`src/rtl/uart_pkg.sv`:
```
// Shared types and helpers for the tt_um_uart_top UART slice.
// Parity support is compiled in when UART_PARITY_EN is defined.
package uart_pkg;

  localparam int unsigned OVS_DEFAULT = 16;

  typedef enum logic [2:0] {
    TX_IDLE,
    TX_START,
    TX_DATA,
    TX_PARITY,
    TX_STOP
  } tx_state_t;

  typedef enum logic [2:0] {
    RX_IDLE,
    RX_START,
    RX_DATA,
    RX_PARITY,
    RX_STOP
  } rx_state_t;

  // Field order matches ui_in[7:3].
  typedef struct packed {
    logic       stop2;
    logic       par_dis;
    logic       par_odd;
    logic [1:0] len;
  } uart_cfg_t;

  // Index of the last data bit: 00 -> 4 (5 bits) ... 11 -> 7 (8 bits).
  function automatic logic [2:0] data_last(input logic [1:0] len);
    return {1'b1, len};
  endfunction

  function automatic logic [7:0] data_mask(input logic [1:0] len);
    return 8'hFF >> (2'd3 - len);
  endfunction

endpackage

```
`src/rtl/uart_if.sv`:
```
// Core-side UART bundle: conditioned strobes and config in, line and status out.
interface uart_if;
  logic                 rx;
  logic                 start;
  logic                 tick;
  uart_pkg::uart_cfg_t  cfg;
  logic [7:0]           tx_data;
  logic                 tx;
  logic                 tx_busy;
  logic                 rx_ready;
  logic                 rx_error;
  logic [7:0]           rx_data;

  modport master (
    output rx, start, tick, cfg, tx_data,
    input  tx, tx_busy, rx_ready, rx_error, rx_data
  );

  modport slave (
    input  rx, start, tick, cfg, tx_data,
    output tx, tx_busy, rx_ready, rx_error, rx_data
  );
endinterface

```
`src/rtl/uart_core.sv`:
```
// Full-duplex UART engine: independent TX and RX FSMs advanced by an oversample tick.
// Parity generation/check exists only when UART_PARITY_EN is defined.
module uart_core
  import uart_pkg::*;
#(
  parameter int unsigned OVS = OVS_DEFAULT
) (
  input logic   clk,
  input logic   rst_n,
  uart_if.slave bus
);

  localparam int unsigned   CW       = $clog2(OVS);
  localparam logic [CW-1:0] CNT_LAST = CW'(OVS - 1);
  localparam logic [CW-1:0] CNT_MID  = CW'(OVS / 2 - 1);

  logic cfg_par_en;
`ifdef UART_PARITY_EN
  assign cfg_par_en = !bus.cfg.par_dis;
`else
  logic unused_par_cfg;
  assign cfg_par_en     = 1'b0;
  assign unused_par_cfg = &{1'b0, bus.cfg.par_dis};
`endif

  tx_state_t     tx_state;
  logic [CW-1:0] tx_tcnt;
  logic [2:0]    tx_bit;
  logic [2:0]    tx_last;
  logic [7:0]    tx_shift;
  logic          tx_par_bit;
  logic          tx_par_en;
  logic          tx_stop2;
  logic          tx_stop_cnt;
  logic          tx_q;
  logic          tx_busy_q;

  always_ff @(posedge clk) begin
    if (!rst_n) begin
      tx_state    <= TX_IDLE;
      tx_tcnt     <= '0;
      tx_bit      <= '0;
      tx_last     <= '0;
      tx_shift    <= '0;
      tx_par_bit  <= 1'b0;
      tx_par_en   <= 1'b0;
      tx_stop2    <= 1'b0;
      tx_stop_cnt <= 1'b0;
      tx_q        <= 1'b1;
      tx_busy_q   <= 1'b0;
    end else if (tx_state == TX_IDLE) begin
      tx_q <= 1'b1;
      if (bus.start) begin
        tx_shift   <= bus.tx_data & data_mask(bus.cfg.len);
        tx_last    <= data_last(bus.cfg.len);
        tx_par_bit <= (^(bus.tx_data & data_mask(bus.cfg.len))) ^ bus.cfg.par_odd;
        tx_par_en  <= cfg_par_en;
        tx_stop2   <= bus.cfg.stop2;
        tx_tcnt    <= '0;
        tx_q       <= 1'b0;
        tx_busy_q  <= 1'b1;
        tx_state   <= TX_START;
      end
    end else if (bus.tick) begin
      if (tx_tcnt != CNT_LAST) begin
        tx_tcnt <= tx_tcnt + 1'b1;
      end else begin
        tx_tcnt <= '0;
        case (tx_state)
          TX_START: begin
            tx_bit   <= '0;
            tx_q     <= tx_shift[0];
            tx_state <= TX_DATA;
          end
          TX_DATA: begin
            if (tx_bit == tx_last) begin
              tx_stop_cnt <= 1'b0;
              if (tx_par_en) begin
                tx_q     <= tx_par_bit;
                tx_state <= TX_PARITY;
              end else begin
                tx_q     <= 1'b1;
                tx_state <= TX_STOP;
              end
            end else begin
              tx_bit   <= tx_bit + 1'b1;
              tx_shift <= tx_shift >> 1;
              tx_q     <= tx_shift[1];
            end
          end
          TX_PARITY: begin
            tx_q     <= 1'b1;
            tx_state <= TX_STOP;
          end
          TX_STOP: begin
            if (tx_stop2 && !tx_stop_cnt) begin
              tx_stop_cnt <= 1'b1;
            end else begin
              tx_busy_q <= 1'b0;
              tx_state  <= TX_IDLE;
            end
          end
          default: tx_state <= TX_IDLE;
        endcase
      end
    end
  end

  rx_state_t     rx_state;
  logic [CW-1:0] rx_tcnt;
  logic [2:0]    rx_bit;
  logic [2:0]    rx_last;
  logic [7:0]    rx_shift;
  logic          rx_par_acc;
  logic          rx_par_odd;
  logic          rx_par_en;
  logic          rx_prev;
  logic [7:0]    rx_data;
  logic          rx_ready;
  logic          rx_error;

  // Parity accumulator is seeded with the odd flag, so after folding in the
  // data and parity bits a nonzero value means a mismatch for either sense.
  always_ff @(posedge clk) begin
    if (!rst_n) begin
      rx_state   <= RX_IDLE;
      rx_tcnt    <= '0;
      rx_bit     <= '0;
      rx_last    <= '0;
      rx_shift   <= '0;
      rx_par_acc <= 1'b0;
      rx_par_odd <= 1'b0;
      rx_par_en  <= 1'b0;
      rx_prev    <= 1'b1;
      rx_data    <= '0;
      rx_ready   <= 1'b0;
      rx_error   <= 1'b0;
    end else begin
      rx_prev <= bus.rx;
      case (rx_state)
        RX_IDLE: begin
          if (rx_prev && !bus.rx) begin
            rx_tcnt    <= '0;
            rx_last    <= data_last(bus.cfg.len);
            rx_par_odd <= bus.cfg.par_odd;
            rx_par_en  <= cfg_par_en;
            rx_state   <= RX_START;
          end
        end
        RX_START: begin
          if (bus.tick) begin
            if (rx_tcnt != CNT_MID) begin
              rx_tcnt <= rx_tcnt + 1'b1;
            end else begin
              rx_tcnt <= '0;
              if (!bus.rx) begin
                rx_ready   <= 1'b0;
                rx_error   <= 1'b0;
                rx_shift   <= '0;
                rx_bit     <= '0;
                rx_par_acc <= rx_par_odd;
                rx_state   <= RX_DATA;
              end else begin
                rx_state <= RX_IDLE;
              end
            end
          end
        end
        RX_DATA: begin
          if (bus.tick) begin
            if (rx_tcnt != CNT_LAST) begin
              rx_tcnt <= rx_tcnt + 1'b1;
            end else begin
              rx_tcnt          <= '0;
              rx_shift[rx_bit] <= bus.rx;
              rx_par_acc       <= rx_par_acc ^ bus.rx;
              if (rx_bit == rx_last) begin
                rx_state <= rx_par_en ? RX_PARITY : RX_STOP;
              end else begin
                rx_bit <= rx_bit + 1'b1;
              end
            end
          end
        end
        RX_PARITY: begin
          if (bus.tick) begin
            if (rx_tcnt != CNT_LAST) begin
              rx_tcnt <= rx_tcnt + 1'b1;
            end else begin
              rx_tcnt    <= '0;
              rx_par_acc <= rx_par_acc ^ bus.rx;
              rx_state   <= RX_STOP;
            end
          end
        end
        RX_STOP: begin
          if (bus.tick) begin
            if (rx_tcnt != CNT_LAST) begin
              rx_tcnt <= rx_tcnt + 1'b1;
            end else begin
              rx_tcnt  <= '0;
              rx_data  <= rx_shift;
              rx_ready <= 1'b1;
              rx_error <= !bus.rx || (rx_par_en && rx_par_acc);
              rx_state <= RX_IDLE;
            end
          end
        end
        default: rx_state <= RX_IDLE;
      endcase
    end
  end

  assign bus.tx       = tx_q;
  assign bus.tx_busy  = tx_busy_q;
  assign bus.rx_ready = rx_ready;
  assign bus.rx_error = rx_error;
  assign bus.rx_data  = rx_data;

endmodule

```
`src/rtl/tt_um_uart_top.sv`:
```
// Tiny Tapeout pin wrapper: input synchronisers, tick/start edge detects, pin mapping.
// Build with UART_PARITY_EN defined to enable parity framing.
module tt_um_uart_top
  import uart_pkg::*;
#(
  parameter int unsigned OVS      = OVS_DEFAULT,
  parameter int unsigned SYNC_STG = 2
) (
  input  logic       clk,
  input  logic       rst_n,
  input  logic       ena,
  input  logic [7:0] ui_in,
  input  logic [7:0] uio_in,
  output logic [7:0] uo_out,
  output logic [7:0] uio_out,
  output logic [7:0] uio_oe
);

  logic [2:0] sync_q [SYNC_STG];
  logic [2:0] synced;
  logic       tick_prev;
  logic       start_prev;

  // The rx stage resets high so a reset release never looks like a start bit.
  always_ff @(posedge clk) begin
    if (!rst_n) begin
      for (int unsigned i = 0; i < SYNC_STG; i++) begin
        sync_q[i] <= 3'b001;
      end
      tick_prev  <= 1'b0;
      start_prev <= 1'b0;
    end else begin
      sync_q[0] <= ui_in[2:0];
      for (int unsigned i = 1; i < SYNC_STG; i++) begin
        sync_q[i] <= sync_q[i-1];
      end
      tick_prev  <= synced[2];
      start_prev <= synced[1];
    end
  end

  assign synced = sync_q[SYNC_STG-1];

  uart_if bus ();

  assign bus.rx      = synced[0];
  assign bus.start   = synced[1] && !start_prev;
  assign bus.tick    = synced[2] && !tick_prev;
  assign bus.cfg     = ui_in[7:3];
  assign bus.tx_data = uio_in;

  uart_core #(
    .OVS (OVS)
  ) uart_inst (
    .clk   (clk),
    .rst_n (rst_n),
    .bus   (bus)
  );

  assign uo_out  = {bus.rx_data[3:0], bus.rx_error, bus.rx_ready, bus.tx_busy, bus.tx};
  assign uio_out = '0;
  assign uio_oe  = '0;

  logic unused_top;
  assign unused_top = &{1'b0, ena, bus.rx_data[7:4]};

endmodule

```
`config.mk`:
```
export PLATFORM = sky130hd
export DESIGN_NAME = tt_um_uart_top
export DESIGN_NICKNAME = d
export VERILOG_FILES = /design/src/rtl/uart_pkg.sv /design/src/rtl/uart_if.sv /design/src/rtl/uart_core.sv /design/src/rtl/tt_um_uart_top.sv
export SDC_FILE = /design/constraint.sdc
export NUM_CORES = 1
export LEC_CHECK = 0
export CORE_ASPECT_RATIO = 0.7
export CORE_MARGIN = 3
export CORE_UTILIZATION = 54
export CTS_CLUSTER_DIAMETER = 100
export DETAILED_ROUTE_END_ITERATION = 6
export PLACE_DENSITY = 0.77
export SETUP_SLACK_MARGIN = 0.02
export SLEW_MARGIN = 30
export SYNTH_ARGS = -nofsm -noshare
export SYNTH_HDL_FRONTEND = slang
export SYNTH_SLANG_ARGS = --single-unit
```
`constraint.sdc`:
```
create_clock -name clk -period 2.8 [get_ports clk]
set_clock_uncertainty 0.1 [all_clocks]
set_input_delay 0.42 -clock clk [delete_from_list [all_inputs] [get_ports clk]]
set_output_delay 0.42 -clock clk [all_outputs]
set_load 0.1 [all_outputs]
```
After elaboration in Yosys (flattened, before gate mapping)
Memories as Yosys holds them, arrays and structs flattened.
Index checks and enable logic that the tools add are counted.
Word-level totals
  register bits after elaboration: 55
  memory bits (writable): 6
  output and inout port bits: 24
  memories kept: 1
Memory list
  sync_q: depth 2, width 3, rd ports 2, clocked after Yosys merged registers in 0, write ports 2, line tt_um_uart_top.sv:19  | logic [2:0] sync_q [SYNC_STG];
Cells by class
  add/subtract/negate cells: 5
  $lt $le $gt $ge: 2
  equal/unequal tests: 35
  shift-type cells: 1
  muxes and demuxes: 81
  bitwise logic cells: 6
  reduce and logical (&&, ||, !) cells: 36
Operator list (count)
  8-bit 2-to-1 mux: 11
  3-bit 2-to-1 mux: 25
  4-bit 2-to-1 mux: 9
  2-bit inequality test (second input constant): 12
  1-bit 2-to-1 mux: 23
  5-bit AND reduction: 4
  6-bit AND reduction: 3
  2-bit by 1-bit inequality test with 1-bit output (second input constant): 8
  8-bit one-hot mux with 2 select lines: 1
  3-bit one-hot mux with 5 select lines: 1
  2-bit nonzero test: 7
  3-bit by 2-bit equality test with 1-bit output (second input constant): 4
  3-bit one-hot mux with 2 select lines: 2
  3-bit one-hot mux with 4 select lines: 1
  4-bit one-hot mux with 3 select lines: 1
  10-bit AND reduction: 1
  4-bit by 1-bit adder with 4-bit output (second input constant): 2
  8-bit AND: 1
  8-bit bitwise mux: 1
  4-bit inequality test (second input constant): 2
  8-bit by 2-bit >> shifter with 8-bit output (first input constant): 1
  7-bit AND reduction: 1
  3-bit by 1-bit adder with 3-bit output (second input constant): 2
  3-bit by 1-bit equality test with 1-bit output (second input constant): 2
  23 further kinds: 41

Logic depth before layout (Yosys ltp)
Gate-level depths: netlist of the first run.
  word-level depth: 8
  gate-level depth with buffers: 8
  mapped depth without buffers: 6

Hierarchy
Synthesis of the first run repeated with hierarchy kept, for this count alone.
Second synthesis, totals
  cell total of the unflattened synthesis: 389
  area, all modules: 3330.7 um2
By module, submodules not included
  uart_core: instances 1, cells an instance 350, area each 2954.1 um2
  tt_um_uart_top: instances 1, cells an instance 39, area each 376.6 um2

Worst setup path after synthesis of the first run
No wires, ideal clock.
  path type: reg2reg
  start: reg uart_inst.tx_state[2]
  end: reg uart_inst.tx_shift[5]
  arrival: 1.749 ns
  data required time: 2.584 ns
  slack: 0.835 ns
  stages on the path, launching flop included: 8
  path buffers: 2
  clock period less this slack: 1.965 ns
  cell sequence: dfxtp_1 -> buf_2 -> nor3_4 -> nand2_1 -> a221oi_2 -> buf_2 -> nand3_1 -> o211a_1
On the way
  longest elaborated chain between the ends: 3
  elaborated cells on any way between the ends: 9
  classes of those cells: 4 x eq/ne; 1 x mux; 4 x reduce/logical
Ends and longest elaborated chain
  start, declared: line uart_core.sv:26  | tx_state_t tx_state;
  start signal, assigned: line uart_core.sv:40  | tx_state <= TX_IDLE;
  start signal, assigned: line uart_core.sv:62  | tx_state <= TX_START;
  start signal, assigned: line uart_core.sv:73  | tx_state <= TX_DATA;
  3-bit zero test / 3-bit by 2-bit equality test with 1-bit output (equally long branches): line uart_core.sv:51, uart_core.sv:69
  2-bit by 1-bit inequality test with 1-bit output (no source line), or another cell as far along
  5-bit AND reduction (no source line)
  end signal, assigned: line uart_core.sv:54  | tx_shift <= bus.tx_data & data_mask(bus.cfg.len);
  end signal, assigned: line uart_core.sv:87  | tx_shift <= tx_shift >> 1;
  end, declared: line uart_core.sv:30  | logic [7:0] tx_shift;
Parallel ways exist; a longest one is shown, timed or not.
A chain may end at the register's enable or synchronous reset.

Worst setup path in the final report of the first run
  start: reg uart_inst.tx_state[0]
  end: reg uart_inst.tx_state[2]
On the way
  longest elaborated chain between the ends: 5
  elaborated cells on any way between the ends: 15
  classes of those cells: 8 x eq/ne; 4 x mux; 3 x reduce/logical
Ends and longest elaborated chain
  3-bit equality test, or another cell as far along: line uart_core.sv:69  | case (tx_state)
  3-bit one-hot mux with 4 select lines: line uart_core.sv:69
  3-bit 2-to-1 mux: line uart_core.sv:65  | if (tx_tcnt != CNT_LAST) begin
  3-bit 2-to-1 mux: line uart_core.sv:64  | end else if (bus.tick) begin
  3-bit 2-to-1 mux: line uart_core.sv:51  | end else if (tx_state == TX_IDLE) begin
Parallel ways exist; a longest one is shown, timed or not. The select of a mux whose other input is x is not followed.

==> flow_metrics.env, run 1 <==
export IMPL_grt_pass1_vias=1903
export IMPL_ctsHoldBuffers=0
export IMPL_ys_warn_count=0
export IMPL_cts_root_buffer="clkbuf_8"
export IMPL_netlist_area_um2=2850
export IMPL_rsz0062_at_grt="false"
export IMPL_drt_iter0_markers=188
export IMPL_power_density_nw_per_um2=568
export IMPL_ys_seq_area_share_pct=40.0
export IMPL_syn_inst=328
export IMPL_wl_um=5660
export IMPL_slew_limit_headroom_pct=48.7
export IMPL_grt_max_degree=23
export IMPL_leakage_uw=0.00134
export IMPL_fin_nets=368
export IMPL_critPathKind="register to register"
export IMPL_die_area_um2=6200
export IMPL_clkPwrFrac_pct=40.9
export IMPL_min_period_ns=2.36
export IMPL_cts_setup_buffers=0
export IMPL_hold_viol=0
export IMPL_fin_setup_tns_ns=0
export IMPL_synth_distinct_cells=50
export IMPL_cts_buffer_depth=2
export IMPL_rows=21
export IMPL_grt_total_usage_pct=20.0
export IMPL_globalRouteOverflowTotal=0
export IMPL_boundaryPins=43
export IMPL_post_route_period_util_pct=84.5
export IMPL_wl_per_cell_um=13.6
export IMPL_max_freq_ghz=0.423
export IMPL_final_cells=418
export IMPL_netSwitchingPower_uw=508
export IMPL_place_congestion=0.807
export IMPL_multi_input_area_um2=1530
export IMPL_ff_latch_area_um2=1140
export IMPL_synth_top_flop_cell="dfxtp_1"
export IMPL_hpwl_um=4030
export IMPL_cp_start_kind="register"
export IMPL_ant_nets=0
export IMPL_vias_per_cell=5.31
export IMPL_cp_required_ns=2.97
export IMPL_insertion_delay_ns=0.34
export IMPL_drive_gt1_share_pct=9.46
export IMPL_worstPathArrival_ns=2.53
export IMPL_syn_to_final_growth_pct=13.1
export IMPL_portBuffers=23
export IMPL_cts_made_buffers=9
export IMPL_cp_max_fo=14
export IMPL_hp_class="register to register"
export IMPL_netSwitchingFraction_pct=27.7
export IMPL_ir_drop_mv=0.456
export IMPL_async_flop_share_pct=0
export IMPL_drcViolationCount=0
export IMPL_max_cap_violations=0
export IMPL_postSynthAreaPerCell_um2=8.69
export IMPL_nFillCells=442
export IMPL_sequentialPowerShare_pct=46.2
export IMPL_slew_violations=0
export IMPL_pwr_share_comb_pct=12.9
export IMPL_synth_seq_cells=57
export IMPL_tritoncts="built"
export IMPL_synth_edf_count=0
export IMPL_antenna_cells=0
export IMPL_start_util_pct=57.7
export IMPL_dp_cells=403
export IMPL_grt_pass1_wl_um=9360
export IMPL_antenna_found_initial=0
export IMPL_core_area_um2=4940
export IMPL_intPower_uw=1320
export IMPL_status="completed"
export IMPL_cts_sinks=57
export IMPL_endpoint_kind="register"
export IMPL_vias=2221
export IMPL_setup_viol=0
export IMPL_postCtsResizedCells=0
export IMPL_clk_pin_slew_ns=0.07
export IMPL_worstMarginPinSlew_ns=0.767
export IMPL_chipWidth_um=92.8
export IMPL_reg2regPathDepth=5
export IMPL_die_height_um=66.8
export IMPL_cts_htree_levels=3
export IMPL_whs_path_depth=1
export IMPL_dr_pass1_iters=4
worst max-delay path, stage by stage (launching register included):
cell      delay, ns
dfxtp_1        0.41
nor3_4         0.53
mux2i_1        0.27
or3b_1         0.49
or3_1          0.37
a21boi_1       0.12
cell usage in the layout, fill, tap and decap left out, types with 3 or more instances in the layout:
cell / Yosys / layout
dfxtp_1: 57 / 57
nand2_1: 37 / 37
nor2b_1: 23 / 23
nor2_1: 16 / 16
nand3_1: 16 / 16
conb_1: 1 / 16
mux2i_1: 15 / 15
clkdlybuf4s50_1: 0 / 15
buf_4: 20 / 15
a21boi_0: 11 / 11
o21ai_0: 11 / 11
clkbuf_8: 0 / 10
a21oi_1: 9 / 9
xnor2_1: 7 / 7
nand2b_1: 7 / 7
and2_1: 7 / 7
o211a_1: 7 / 7
and3_1: 5 / 5
nor3_1: 5 / 5
xor2_1: 5 / 5
ha_1: 4 / 4
o21a_1: 3 / 3
or3_1: 3 / 3
nor4b_1: 3 / 3
inv_1: 3 / 3
nor4_1: 3 / 3
a21o_1: 3 / 3
cells in the mapped netlist (4+ instances only):
cell type / count / share of area [%]
nor2b_1: 23 / 5.0
nand2_1: 37 / 4.9
a21oi_1: 9 / 1.6
and3_1: 5 / 1.1
and2_1: 7 / 1.5
xor2_1: 5 / 1.5
mux2i_1: 15 / 5.3
xnor2_1: 7 / 2.2
o211a_1: 7 / 2.5
ha_1: 4 / 1.8
buf_4: 20 / 5.3
dfxtp_1: 57 / 40
o21ai_0: 11 / 1.9
nor3_1: 5 / 0.88
nand2b_1: 7 / 1.5
nor2_1: 16 / 2.1
nand3_1: 16 / 2.8
clkbuf_1: 15 / 2.0
a21boi_0: 11 / 2.9
cells by family (layout without fill, tap and decap cells):
logic type	Yosys count	in the layout	synth area share [%]
and+or+nand+nor	136	136	25.4
AOI/OAI and AO/OA	61	61	15.5
DFF	57	57	40.0
buffers and inverters	42	48	8.30
muxes	15	15	5.27
xor gates and xnor gates	12	12	3.69
adders and majority gates	4	4	1.76
other	1	16	0.132
state kept, by name (all words and copies together), names as in the netlist:
register,count
uart_inst.bus.rx_data,4
uart_inst.rx_bit,3
uart_inst.tx_shift,8
uart_inst.rx_last,3
uart_inst.bus.tx,1
uart_inst.tx_bit,3
uart_inst.tx_stop_cnt,1
uart_inst.rx_tcnt,4
uart_inst.tx_state,3
uart_inst.bus.rx_ready,1
tick_prev,1
sync_q,6
uart_inst.tx_last,3
uart_inst.bus.tx_busy,1
start_prev,1
uart_inst.tx_stop2,1
uart_inst.rx_shift,4
uart_inst.tx_tcnt,4
uart_inst.bus.rx_error,1
uart_inst.rx_state,3
uart_inst.rx_prev,1
area by class of cell:
| class | count | share of cell area [%] |
|---|---|---|
| multi-input combinational | 244 | 47.4 |
| sequential | 57 | 35.4 |
| timing repair buffer | 30 | 8.15 |
| clock buffer | 10 | 4.27 |
| tap | 69 | 2.68 |
| clock inverter | 5 | 1.75 |
| inverter | 3 | 0.349 |
power groups by stage:
stage	registers, uW	clock network (uW)	logic, uW
detailed placement	864	0	236
CTS	846	769	236
global route	848	810	251
global placement	863	0	234
finish	846	748	237
floorplan	858	0	212
per-layer routing:
layer  GRT usage (%)  part of all wire [%]  up-vias
li1                -                     -     1140
met1            28.8                    52     1008
met2            26.2                    40       67
met3            8.47                   7.1        6
met4            7.13                   1.1        0
met5               0                     0        -
through the flow:
step | hold slack (ns) | power [uW] | cell area (um^2) | utilization [%] | setup WS [ns]
4_1_cts | 0.312 | 1850 | 3220 | 65.3 | 0.445
3_5_place_dp | 0.297 | 1100 | 3030 | 61.3 | 0.478
2_1_floorplan | 0.286 | 1070 | 2910 | - | 0.835
5_1_grt | 0.349 | 1910 | 3220 | 65.3 | 0.252
3_3_place_gp | 0.291 | 1100 | 3030 | 61.3 | 0.487
6_report | 0.305 | 1830 | 3220 | 65.3 | 0.435
path summary, 6_finish.rpt:
| path | start | to | slack, ns |
|---|---|---|---|
| max | uart_inst.tx_state[0]$_SDFFE_PN0P_ | uart_inst.tx_state[2]$_SDFFE_PN0P_ | 0.44 |
| min | sync_q[0][0]$_SDFF_PN1_ | sync_q[0][3]$_SDFF_PN1_ | 0.31 |
| max reg2reg | uart_inst.tx_state[0]$_SDFFE_PN0P_ | uart_inst.tx_state[2]$_SDFFE_PN0P_ | 0.44 |
| min reg2reg | sync_q[0][0]$_SDFF_PN1_ | sync_q[0][3]$_SDFF_PN1_ | 0.31 |
Power figures use the tool's default switching activity.
==> run 2, diff against run 1 <==
- clock period: 2.8 -> 2.2 ns (I/O delays scaled with it)
==> run 2 against run 1 <==
Effect of this change:
- combinational power is 31% higher
- cell count grew 1.4%
- sequential share of layout area is 0.57 points lower
- wire length is 1.5% higher
- global-route usage grew 1.0 points
- flip-flop and latch count unchanged
- worst hold slack improved by 0.0022 ns
- fmax rose by 14%
- via count grew 1.3%
- sequential power up 28%
- register-to-register slack worse by 0.32 ns
==> flow_metrics.env, run 2 (same netlist as run 1, synthesis figures left out) <==
export IMPL_status="completed"
export IMPL_min_period_ns=2.08
export IMPL_slew_violations=0
export IMPL_cts_htree_levels=3
export IMPL_max_cap_violations=0
export IMPL_portBuffers=23
export IMPL_core_area_um2=4940
export IMPL_critPathKind="register to register"
export IMPL_path_cells="ha_1 -> and3_1 -> nor2_1 -> or3b_1 -> or3_1 -> a21boi_1"
export IMPL_largest_reg_flops=8
export IMPL_ir_drop_mv=0.429
export IMPL_vias_per_cell=5.31
export IMPL_die_area_um2=6200
export IMPL_die_height_um=66.8
export IMPL_cpPeakStageDelay_ns=0.43
export IMPL_hp_class="register to register"
export IMPL_layout_commonest_cell="dfxtp_1"
export IMPL_grt_max_degree=59
export IMPL_grt_pass1_vias=2049
export IMPL_setup_viol=0
export IMPL_antenna_found_initial=0
export IMPL_postCtsResizedCells=0
export IMPL_leakage_uw=0.00137
export IMPL_cts_root_buffer="clkbuf_8"
export IMPL_cp_start_kind="register"
export IMPL_ant_nets=0
export IMPL_wl_um=5750
export IMPL_dr_pass1_iters=4
export IMPL_cts_buffer_depth=2
export IMPL_chipWidth_um=92.8
export IMPL_syn_to_final_growth_pct=15.0
export IMPL_cp_max_fo=6
export IMPL_cts_setup_buffers=0
export IMPL_fin_setup_tns_ns=0
export IMPL_rows=21
export IMPL_power_density_nw_per_um2=720
export IMPL_ff_latch_area_um2=1140
export IMPL_vias=2250
export IMPL_rsz0062_at_grt="false"
export IMPL_p_total_uw=2360
export IMPL_cp_slowest_cell="or3b_1"
export IMPL_fin_nets=373
export IMPL_globalRouteOverflowTotal=0
export IMPL_drive_gt1_share_pct=10.7
export IMPL_ctsHoldBuffers=0
export IMPL_mostFrequentLayoutCells="dfxtp_1, nand2_1, nor2b_1"
export IMPL_drt_iter0_markers=125
export IMPL_hold_viol=0
export IMPL_tritoncts="built"
export IMPL_largest_register="uart_inst.tx_shift"
export IMPL_cp_required_ns=2.37
export IMPL_place_congestion=0.843
export IMPL_nFillCells=436
export IMPL_top_regs="uart_inst.tx_shift: 8 flops, sync_q: 6 flops"
export IMPL_antenna_cells=0
export IMPL_cts_made_buffers=9
export IMPL_insertion_delay_ns=0.34
export IMPL_wl_per_cell_um=13.6
export IMPL_hpwl_um=3910
export IMPL_worstPathArrival_ns=2.25
export IMPL_multi_input_area_um2=1530
export IMPL_grt_pass1_wl_um=9940
export IMPL_grt_total_usage_pct=21.0
export IMPL_start_util_pct=57.7
export IMPL_max_freq_ghz=0.481
export IMPL_clk_pin_slew_ns=0.06
export IMPL_post_route_period_util_pct=94.6
export IMPL_cts_sinks=57
export IMPL_endpoint_kind="register"
export IMPL_drcViolationCount=0
export IMPL_boundaryPins=43
run 2: cell types whose count changed in the layout (fill, tap and decap cells not counted), sizes merged:
| cell | delta |
|---|---|
| buf | +5 |
| clkbuf | +1 |
| clkinvlp | +1 |
| clkinv | -1 |
run 2: final timing paths:
path	slack (ns)	to	depth (start not counted)	start
max	0.12	uart_inst.tx_state[2]$_SDFFE_PN0P_	6	uart_inst.tx_tcnt[0]$_SDFFE_PN0P_
min	0.31	sync_q[0][3]$_SDFF_PN1_	1	sync_q[0][0]$_SDFF_PN1_
max reg2reg	0.12	uart_inst.tx_state[2]$_SDFFE_PN0P_	6	uart_inst.tx_tcnt[0]$_SDFFE_PN0P_
min reg2reg	0.31	sync_q[0][3]$_SDFF_PN1_	1	sync_q[0][0]$_SDFF_PN1_
run 2: worst max-delay path, delay by kind of cell, from the launching register on:
family,cells,cell delay [ns]
fa+ha+maj,1,0.18
compound gates,1,0.13
flops,1,0.37
simple gates,4,1.23
run 2: power by group:
part,switching (uW),internal (uW)
clock,426,549
combinational,222,87.8
sequential,17.5,1060
run 2: layout make-up:
type	count	share of cell area (%)
clock buffers	11	4.31
repair buffers	35	9.55
flip-flops and latches	57	34.8
multi-input cells	244	46.7
inverters	3	0.344
clock inverters	5	1.68
well taps	69	2.63
run 2: per-layer routing:
metal | up-vias | global-route usage, % | routed length (um)
li1 | 1157 | - | -
met1 | 1015 | 31.5 | 3060
met2 | 68 | 25.9 | 2240
met3 | 10 | 10.0 | 390
met4 | 0 | 5.48 | 60
met5 | - | 0 | 0
run 2: through the flow:
stage | instance area [um^2] | hold slack [ns] | setup WS [ns] | cells | util [%]
floorplan | 2910 | 0.286 | 0.235 | 343 | -
global placement | 3080 | 0.292 | 0.216 | 408 | 62.4
detailed placement | 3080 | 0.298 | 0.170 | 408 | 62.4
CTS | 3280 | 0.312 | 0.147 | 424 | 66.3
global route | 3280 | 0.328 | 0.0276 | 424 | 66.3
finish | 3280 | 0.308 | 0.119 | 424 | 66.3
==> run 3, diff against run 2 <==
- CORE_UTILIZATION: 54 -> 56
- CTS_BUF_LIST: not set -> sky130_fd_sc_hd__clkbuf_4
- PLACE_DENSITY: 0.77 -> 0.79
==> run 3 against run 2 <==
Effect of this change:
- sequential power barely moved
- critical endpoint unchanged
- wire length down 0.52%
- die area down 3.3%
- setup slack better by 0.068 ns
==> flow_metrics.env, run 3 (same netlist as run 1, synthesis figures left out) <==
export IMPL_status="completed"
export IMPL_cp_required_ns=2.45
export IMPL_sequentialPowerShare_pct=50.5
export IMPL_dp_cells=406
export IMPL_largest_reg_flops=8
export IMPL_max_freq_ghz=0.497
export IMPL_r2r_end="uart_inst.tx_state[2]$_SDFFE_PN0P_"
export IMPL_rsz0062_at_grt="false"
export IMPL_vias_per_cell=5.45
export IMPL_syn_to_final_growth_pct=12.4
export IMPL_boundaryPins=43
export IMPL_portBuffers=23
export IMPL_cts_buffer_depth=2
export IMPL_top_regs="uart_inst.tx_shift: 8 flops, sync_q: 6 flops"
export IMPL_core_area_um2=4830
export IMPL_cts_made_buffers=9
export IMPL_power_density_nw_per_um2=666
export IMPL_antenna_found_initial=0
export IMPL_ctsHoldBuffers=0
export IMPL_pwr_share_comb_pct=14.2
export IMPL_insertion_delay_ns=0.41
export IMPL_wl_per_cell_um=13.6
export IMPL_setup_viol=0
export IMPL_intPower_uw=1490
export IMPL_hold_start="sync_q[0][0]$_SDFF_PN1_"
export IMPL_start_util_pct=59.0
export IMPL_final_cells=422
export IMPL_fin_setup_tns_ns=0
export IMPL_globalRouteOverflowTotal=0
export IMPL_cts_root_buffer="clkbuf_4"
export IMPL_min_period_ns=2.01
export IMPL_netSwitchingFraction_pct=30.3
export IMPL_clkPwrFrac_pct=35.3
export IMPL_cts_setup_buffers=0
export IMPL_crit_family="simple AND/OR/NAND/NOR gates"
export IMPL_max_cap_violations=0
export IMPL_ant_nets=0
export IMPL_r2r_start="uart_inst.tx_tcnt[0]$_SDFFE_PN0P_"
export IMPL_antenna_cells=0
export IMPL_grt_pass1_wl_um=9810
export IMPL_grt_total_usage_pct=20.6
export IMPL_hold_viol=0
export IMPL_vias=2301
export IMPL_slew_violations=0
export IMPL_chipWidth_um=91.3
export IMPL_fin_util_pct=66.3
export IMPL_hp_class="register to register"
export IMPL_critPathKind="register to register"
export IMPL_hold_end="sync_q[0][3]$_SDFF_PN1_"
export IMPL_grt_max_degree=59
export IMPL_whs_path_depth=1
export IMPL_p_total_uw=2130
export IMPL_hpwl_um=3980
export IMPL_layout_commonest_cell="dfxtp_1"
export IMPL_clk_pin_slew_ns=0.11
export IMPL_cp_max_fo=6
export IMPL_dr_pass1_iters=4
export IMPL_cpPeakStageDelay_ns=0.43
export IMPL_rows=21
export IMPL_grt_pass1_vias=2039
export IMPL_drt_iter0_markers=220
export IMPL_cp_slowest_cell="or3b_1"
export IMPL_drcViolationCount=0
export IMPL_endpoint_kind="register"
export IMPL_place_congestion=0.892
export IMPL_wl_um=5720
export IMPL_post_route_period_util_pct=91.5
export IMPL_cts_htree_levels=3
export IMPL_mostFrequentLayoutCells="dfxtp_1, nand2_1, nor2b_1"
export IMPL_netSwitchingPower_uw=647
export IMPL_rrSetupSlack_ns=0.19
export IMPL_reg2regPathDepth=6
export IMPL_leakage_uw=0.00133
export IMPL_path_cells="ha_1 -> and3_2 -> nor2_1 -> or3b_1 -> or3_1 -> a21boi_1"
export IMPL_stdcell_area_um2=3200
export IMPL_cts_sinks=57
export IMPL_die_height_um=65.7
export IMPL_tritoncts="built"
export IMPL_die_area_um2=6000
export IMPL_dpl_cell_area_um2=3070
export IMPL_ir_drop_mv=0.447
export IMPL_crit_buf_inv=0
export IMPL_worstPathArrival_ns=2.27
export IMPL_drive_gt1_share_pct=10.2
export IMPL_largest_register="uart_inst.tx_shift"
export IMPL_fin_nets=371
export IMPL_cp_start_kind="register"
## run 3: cell count changes in the layout (fill, tap and decap cells not counted), moves of 2 or more
cell / previous run / this run
clkbuf_8: 10 / 0
clkbuf_4: 0 / 9
buf_4: 19 / 17
clkinv_1: 0 / 2
clkinv_2: 2 / 0
## run 3: worst reg2reg max path: stages (launching register included)
cell and delay [ns]:
dfxtp_1 0.39, ha_1 0.20, and3_2 0.27, nor2_1 0.09, or3b_1 0.43, or3_1 0.37
a21boi_1 0.12
## run 3: final cells by class
class                   count  area (um^2)
clock buffers               9         67.6
clock inverters             7         70.1
fillers                   446         1630
inverters                   3         11.3
multi-input cells         244         1530
flip-flops and latches     57         1140
well taps                  69         86.3
repair buffers             33          298
## run 3: through the flow
stage / hold WS, ns / worst slack [ns]
floorplan: 0.286 / 0.235
global placement: 0.289 / 0.217
detailed placement: 0.301 / 0.172
CTS: 0.318 / 0.137
global route: 0.358 / 0.0674
finish: 0.313 / 0.187
## run 3: repair_timing
action	CTS	global route
gates resized for setup	0	1
hold endpoints to repair	0	0
setup endpoints to repair	0	1
## run 3: how the worst max path moves through the flow
stage	start	to	depth (start not counted)
after floorplan	uart_inst.tx_state[2]$_SDFFE_PN0P_	uart_inst.tx_shift[5]$_SDFFE_PN0P_	7
after global routing	uart_inst.tx_tcnt[0]$_SDFFE_PN0P_	uart_inst.tx_state[2]$_SDFFE_PN0P_	6
after detailed placement	uart_inst.tx_tcnt[0]$_SDFFE_PN0P_	uart_inst.tx_state[2]$_SDFFE_PN0P_	6
after CTS	uart_inst.tx_tcnt[0]$_SDFFE_PN0P_	uart_inst.tx_state[2]$_SDFFE_PN0P_	6
after global placement	uart_inst.tx_tcnt[0]$_SDFFE_PN0P_	uart_inst.tx_state[2]$_SDFFE_PN0P_	6
final	uart_inst.tx_tcnt[0]$_SDFFE_PN0P_	uart_inst.tx_state[2]$_SDFFE_PN0P_	6
## run 3: per-layer routing
metal	up-vias	part of all wire, %	track usage, %	routed length, um
li1	1153	-	-	-
met1	1080	51	29.6	2940
met2	63	41	28.0	2340
met3	5	6.8	6.41	391
met4	0	0.79	8.65	45
met5	-	0	0	0
## run 3: power by group through the flow
stage	combinational (uW)	clock [uW]	sequential, uW
after floorplan	269	0	1090
after global placement	299	0	1100
after detailed placement	302	0	1100
after CTS	303	773	1080
after global routing	323	827	1080
final	304	753	1080
